File: config.mk
export PLATFORM = sky130hd
export DESIGN_NAME = led_cycle
export DESIGN_NICKNAME = d
export VERILOG_FILES = /design/src/rtl/led_cycle.sv
export SDC_FILE = /design/constraint.sdc
export NUM_CORES = 1
export LEC_CHECK = 0
export ABC_AREA = 0
export CELL_PAD_IN_SITES_DETAIL_PLACEMENT = 2
export CELL_PAD_IN_SITES_GLOBAL_PLACEMENT = 2
export CORE_ASPECT_RATIO = 0.7
export CORE_MARGIN = 4
export CORE_UTILIZATION = 37
export CTS_BUF_LIST = sky130_fd_sc_hd__clkbuf_4 sky130_fd_sc_hd__clkbuf_8
export CTS_CLUSTER_DIAMETER = 50
export DETAILED_ROUTE_END_ITERATION = 6
export DONT_BUFFER_PORTS = 1
export PLACE_DENSITY_LB_ADDON = 0.25
export RECOVER_POWER = 50
export SYNTH_ARGS = -nofsm -noshare
export SYNTH_HDL_FRONTEND = slang
export SYNTH_SLANG_ARGS = --single-unit
File: constraint.sdc
create_clock -name clk -period 2.3 [get_ports clk]
set_input_delay 0.46 -clock clk [delete_from_list [all_inputs] [get_ports clk]]
set_output_delay 0.46 -clock clk [all_outputs]
set_load 0.01 [all_outputs]
File: src/rtl/led_cycle.sv
// led_cycle: a one-hot running light on 16 LEDs with five selectable step rates.
// Five push-buttons pick the rate. The highest pressed button wins, and with no
// button pressed the slowest rate (DIV0) is used. The buttons are asynchronous,
// so each one passes through a two-flop synchronizer before anything uses it.
// The step counter is never cleared when the rate changes. Speeding up can
// therefore cause an immediate step, and slowing down simply lengthens the
// interval that is already running.
// Every DIVn must be an integer >= 1.

module led_cycle #(
  parameter int unsigned DIV0 = 25_000_000,
  parameter int unsigned DIV1 = 12_500_000,
  parameter int unsigned DIV2 = 6_250_000,
  parameter int unsigned DIV3 = 3_125_000,
  parameter int unsigned DIV4 = 1_562_500
) (
  input  logic        clk,
  input  logic        rst_n,
  input  logic [4:0]  buttons,
  output logic [15:0] led
);

  // The counter must hold values up to the largest DIVn - 1.
  localparam int unsigned MAX01   = (DIV0 > DIV1) ? DIV0 : DIV1;
  localparam int unsigned MAX23   = (DIV2 > DIV3) ? DIV2 : DIV3;
  localparam int unsigned MAX0123 = (MAX01 > MAX23) ? MAX01 : MAX23;
  localparam int unsigned DIV_MAX = (MAX0123 > DIV4) ? MAX0123 : DIV4;
  localparam int unsigned CNT_W   = (DIV_MAX > 1) ? $clog2(DIV_MAX) : 1;

  // Each limit is the terminal count for its rate, i.e. DIVn - 1.
  localparam logic [CNT_W-1:0] LIM0 = CNT_W'(DIV0 - 1);
  localparam logic [CNT_W-1:0] LIM1 = CNT_W'(DIV1 - 1);
  localparam logic [CNT_W-1:0] LIM2 = CNT_W'(DIV2 - 1);
  localparam logic [CNT_W-1:0] LIM3 = CNT_W'(DIV3 - 1);
  localparam logic [CNT_W-1:0] LIM4 = CNT_W'(DIV4 - 1);

  logic [4:0]       r_sync1;
  logic [4:0]       r_sync2;
  logic [CNT_W-1:0] r_cnt;
  logic [15:0]      r_led;

  logic [CNT_W-1:0] w_lim;
  logic             w_step;
  logic [CNT_W-1:0] w_cnt_next;
  logic [15:0]      w_led_next;

  // Two-flop synchronizer that brings the asynchronous buttons into the clk domain.
  always_ff @(posedge clk) begin
    if (!rst_n) begin
      r_sync1 <= 5'b00000;
      r_sync2 <= 5'b00000;
    end else begin
      r_sync1 <= buttons;
      r_sync2 <= r_sync1;
    end
  end

  // Priority select of the terminal count: the highest synchronized button wins, and no button selects DIV0.
  always_comb begin
    w_lim = LIM0;
    if (r_sync2[4])      w_lim = LIM4;
    else if (r_sync2[3]) w_lim = LIM3;
    else if (r_sync2[2]) w_lim = LIM2;
    else if (r_sync2[1]) w_lim = LIM1;
    else                 w_lim = LIM0;
  end

  // Step decision and next counter value. A count that is already past the limit
  // (left over after a switch to a faster rate) also triggers a step.
  always_comb begin
    w_step     = (r_cnt >= w_lim);
    w_cnt_next = w_step ? '0 : (r_cnt + CNT_W'(1));
  end

  // Rotate-left of the running light, so 16'h8000 wraps to 16'h0001.
  always_comb begin
    w_led_next = r_led;
    if (w_step) w_led_next = {r_led[14:0], r_led[15]};
  end

  // Counter and LED state. Reset takes priority over a coincident step.
  always_ff @(posedge clk) begin
    if (!rst_n) begin
      r_cnt <= '0;
      r_led <= 16'h0001;
    end else begin
      r_cnt <= w_cnt_next;
      r_led <= w_led_next;
    end
  end

  assign led = r_led;

endmodule

==> flow_summary.yaml <==
setup_path:
  worst_ep_arrival_time_ns: 2.71
  critical_path_maximum_fanout: 8
  critical-path-top-cell-by-count: "sky130_fd_sc_hd__buf_4"
  critical_path.endpoint_type: "register"
  worst_endpoint_required_time_ns: 2.49
  worst-r2r-setup-slack_ns: -0.22
  critical-path-slowest-cell: "sky130_fd_sc_hd__or3_4"
  setup_crit_start_kind: "register"
  critical_path.max_stage_delay_ns: 0.40
  path_cells: "inv_2 > nand2_4 > or3_4 > ha_4 > nand4_4 > nor4_4 > buf_4 > a21oi_4 > buf_4 > nand3_4 > buf_12 > nor2_2"
  worst-setup-path-type: "reg -> reg"
pwr:
  pwr-share-clk_pct: 38.9
  internal_power_mw: 1.25
  swShare_pct: 24.2
  power.density_cell_area_nw_per_um2: 548
  cellLeakagePower_nw: 1.35
  peakVddDrop_mv: 0.250
  p_sw_mw: 0.398
  seq_power_share_pct: 52.7
  pwr-share-comb_pct: 8.4
cells_and_area:
  final_cell_area_um2: 3010
  layout_common_cells: "sky130_fd_sc_hd__dfxtp_1, sky130_fd_sc_hd__nand2_1, sky130_fd_sc_hd__ha_1"
  fillers: 664
  design.final.nets: 303
  mostFrequentLayoutCell: "sky130_fd_sc_hd__dfxtp_1"
  syn2layout_area_growth_pct: 25.5
  final_layout_size_suffix_gt1_share_pct: 27.3
  antenna_cells_inserted: 0
  final_cell_count_no_fill: 353
  final-seq-area_um2: 986
  area_taken_by_multi_input_logic_gates_um2: 1520
placed_design:
  place_congestion: 0.741
  dpl.hpwl_um: 4440
  dp.cells: 337
  instance_area_after_placement_um2: 2590
  portBuffers: 0
  place_worst_setup_slack_ns: -0.208
drt:
  route.detailed.vias_per_inst: 5.18
  post_detailed_route_wirelength_per_cell_um: 20.6
  postRouteWirelength_um: 7270
  detail_route.first_pass.iterations: 4
  ant_nets: 0
  vias: 1830
  drt_iter0_drc: 59
  drt_drc_violations_left: 0
timing:
  tns_ns: -7.93
  max_freq_mhz: 397
  tightestPinTransition_ns: 0.346
  timing.final.max_slew_violations: 0
  timing.final.crit_period_ns: 2.52
  worst_hold_slack_ns: 0.225
  skew_ns: 0.0195
  share_of_the_clock_period_used_by_the_worst_path_after_layout_pct: 110
  slew_headroom_pct: 76.7
  final_hold_viol_count: 0
  setup_viol: 41
  postLayoutSetupSlackWorst_ns: -0.220
  rsz0062_at_grt: "yes"
flow_run:
  cap_violations: 0
clock_network:
  cts.root.buffer_cell: "sky130_fd_sc_hd__clkbuf_8"
  tritoncts.num_buffers: 5
  tritoncts: "yes"
  tritoncts_num_sinks: 49
  clk_pin_slew_ns: 0.10
  clkLatencyLatePin_ns: 0.31
  htree_levels: 2
  cts-root-to-sink-buffers: 2
grt:
  globalRouteOverflowTotal: 0
  overall_global_routing_resource_usage_pct: 18.2
  number_of_global_route_vias_before_repair: 2053
  antenna_violations_before_repair: 0
  grt_pass1_wl_um: 11000
  grt_start_max_net_pins: 28
status:
  failed_checks: "setup timing"
  status: "complete, but fails checks"
synth:
  synth_area_um2: 2390
  synth.avg_cell_area_um2: 9.43
  synth.yosys.warnings: 0
  synth-seq-area-share_pct: 41.0
  number_of_synthesized_flops_with_an_enable_pin: 0
  async_set_or_reset_flop_fraction_in_the_synthesized_netlist_pct: 0
  netlist-cell-type-count: 33
  synth_cells: 254
  synth_ff_type: "sky130_fd_sc_hd__dfxtp_1"
  synthesis.nets: 283
  yosys_reg_bits: 49
floorplanning:
  ioPinCount: 23
  placementRows: 24
  core_region_area_um2: 6250
  floorplan_die_width_um: 104
  die_area_um2: 7840
  floorplan.initialDensity_pct: 38.3
  die-height_um: 75.3
worst_hold_path:
  min-delay-path-class: "in -> reg"
## cell usage after synthesis, types with 2 or more instances
cell type | number | area share [%]
sky130_fd_sc_hd__a21o_1 | 3 | 0.94
sky130_fd_sc_hd__a21oi_1 | 10 | 2.1
sky130_fd_sc_hd__and2_1 | 12 | 3.1
sky130_fd_sc_hd__and3_1 | 7 | 1.8
sky130_fd_sc_hd__and4_1 | 3 | 1.1
sky130_fd_sc_hd__buf_2 | 2 | 0.42
sky130_fd_sc_hd__clkbuf_1 | 5 | 0.78
sky130_fd_sc_hd__dfxtp_1 | 49 | 41
sky130_fd_sc_hd__ha_1 | 22 | 11
sky130_fd_sc_hd__inv_1 | 8 | 1.3
sky130_fd_sc_hd__mux2i_1 | 15 | 6.3
sky130_fd_sc_hd__nand2_1 | 31 | 4.9
sky130_fd_sc_hd__nand3_1 | 10 | 2.1
sky130_fd_sc_hd__nand4_1 | 4 | 1.0
sky130_fd_sc_hd__nand4_2 | 2 | 1.0
sky130_fd_sc_hd__nor2_1 | 30 | 4.7
sky130_fd_sc_hd__o21a_1 | 2 | 0.63
sky130_fd_sc_hd__o21ai_0 | 3 | 0.63
sky130_fd_sc_hd__xnor2_1 | 5 | 1.8
sky130_fd_sc_hd__xor2_1 | 18 | 6.6
## logic make-up (layout without fill, tap and decap cells)
family | Yosys count | in the layout | synth area share [%]
adders and majority gates | 22 | 22 | 11.5
xor gates and xnor gates | 23 | 23 | 8.41
muxes | 15 | 15 | 6.27
DFF | 49 | 49 | 41.0
buffers and inverters | 17 | 38 | 3.76
AOI/OAI and AO/OA | 22 | 22 | 6.53
and+or+nand+nor | 106 | 106 | 22.6
## critical path, delay by kind of cell, from the launching register on
kind | cells | cell delay, ns
AND/OR/NAND/NOR | 6 | 1.12
adder cells (fa/ha/maj) | 1 | 0.32
buffers and inverters | 4 | 0.57
AO/OA/AOI/OAI | 1 | 0.05
flip-flops | 1 | 0.34
## per-layer routing
metal / vias to the layer above / global-route usage [%] / share of wire, %
met2: 18 / 31.2 / 50
met5: - / 0 / 0
met3: 9 / 3.81 / 2.0
met4: 0 / 4.72 / 0.76
li1: 904 / - / -
met1: 899 / 23.9 / 48
## state kept, by name, indices dropped and copies added (netlist names)
signal and count:
led 16, r_sync1 4, r_cnt 25, r_sync2 4
## through the flow
step                util, %  power [mW]
floorplan                 -       0.951
finish                 48.1        1.65
global route           48.1        1.72
detailed placement     41.4       0.988
CTS                    46.7        1.64
global placement       41.4       0.982
## worst paths after layout
check / startpoint / end / depth (start not counted)
worst max-delay path: r_sync2[3] / r_cnt[23] / 12
worst min-delay path: rst_n / led[0] / 1
worst max register to register: r_sync2[3] / r_cnt[23] / 12
worst min register to register: r_sync1[2] / r_sync2[2] / 1
## layout make-up
cell class	instances	area share, %
Multi-Input combinational cell	188	50.5
Sequential cell	49	32.8
Timing Repair Buffer	22	8.61
Tap cell	78	3.25
Clock buffer	5	2.29
Clock inverter	3	1.46
Inverter	8	1.08
## power groups by stage
stage / registers [mW] / clock network (mW) / logic (mW)
floorplan: 0.886 / 0 / 0.0650
global placement: 0.886 / 0 / 0.0957
detailed placement: 0.887 / 0 / 0.102
CTS: 0.868 / 0.652 / 0.123
global route: 0.871 / 0.703 / 0.150
finish: 0.868 / 0.641 / 0.139
## timing repair
item                       CTS  global route
hold endpoints to repair     0             0
setup endpoints to repair   41            41
pin swaps                   25             8
resized for setup           29            23
gates cloned                 2             1
hold buffers                 0             0
buffers inserted             5             1
Note: power is estimated with default switching activity, not from simulation.
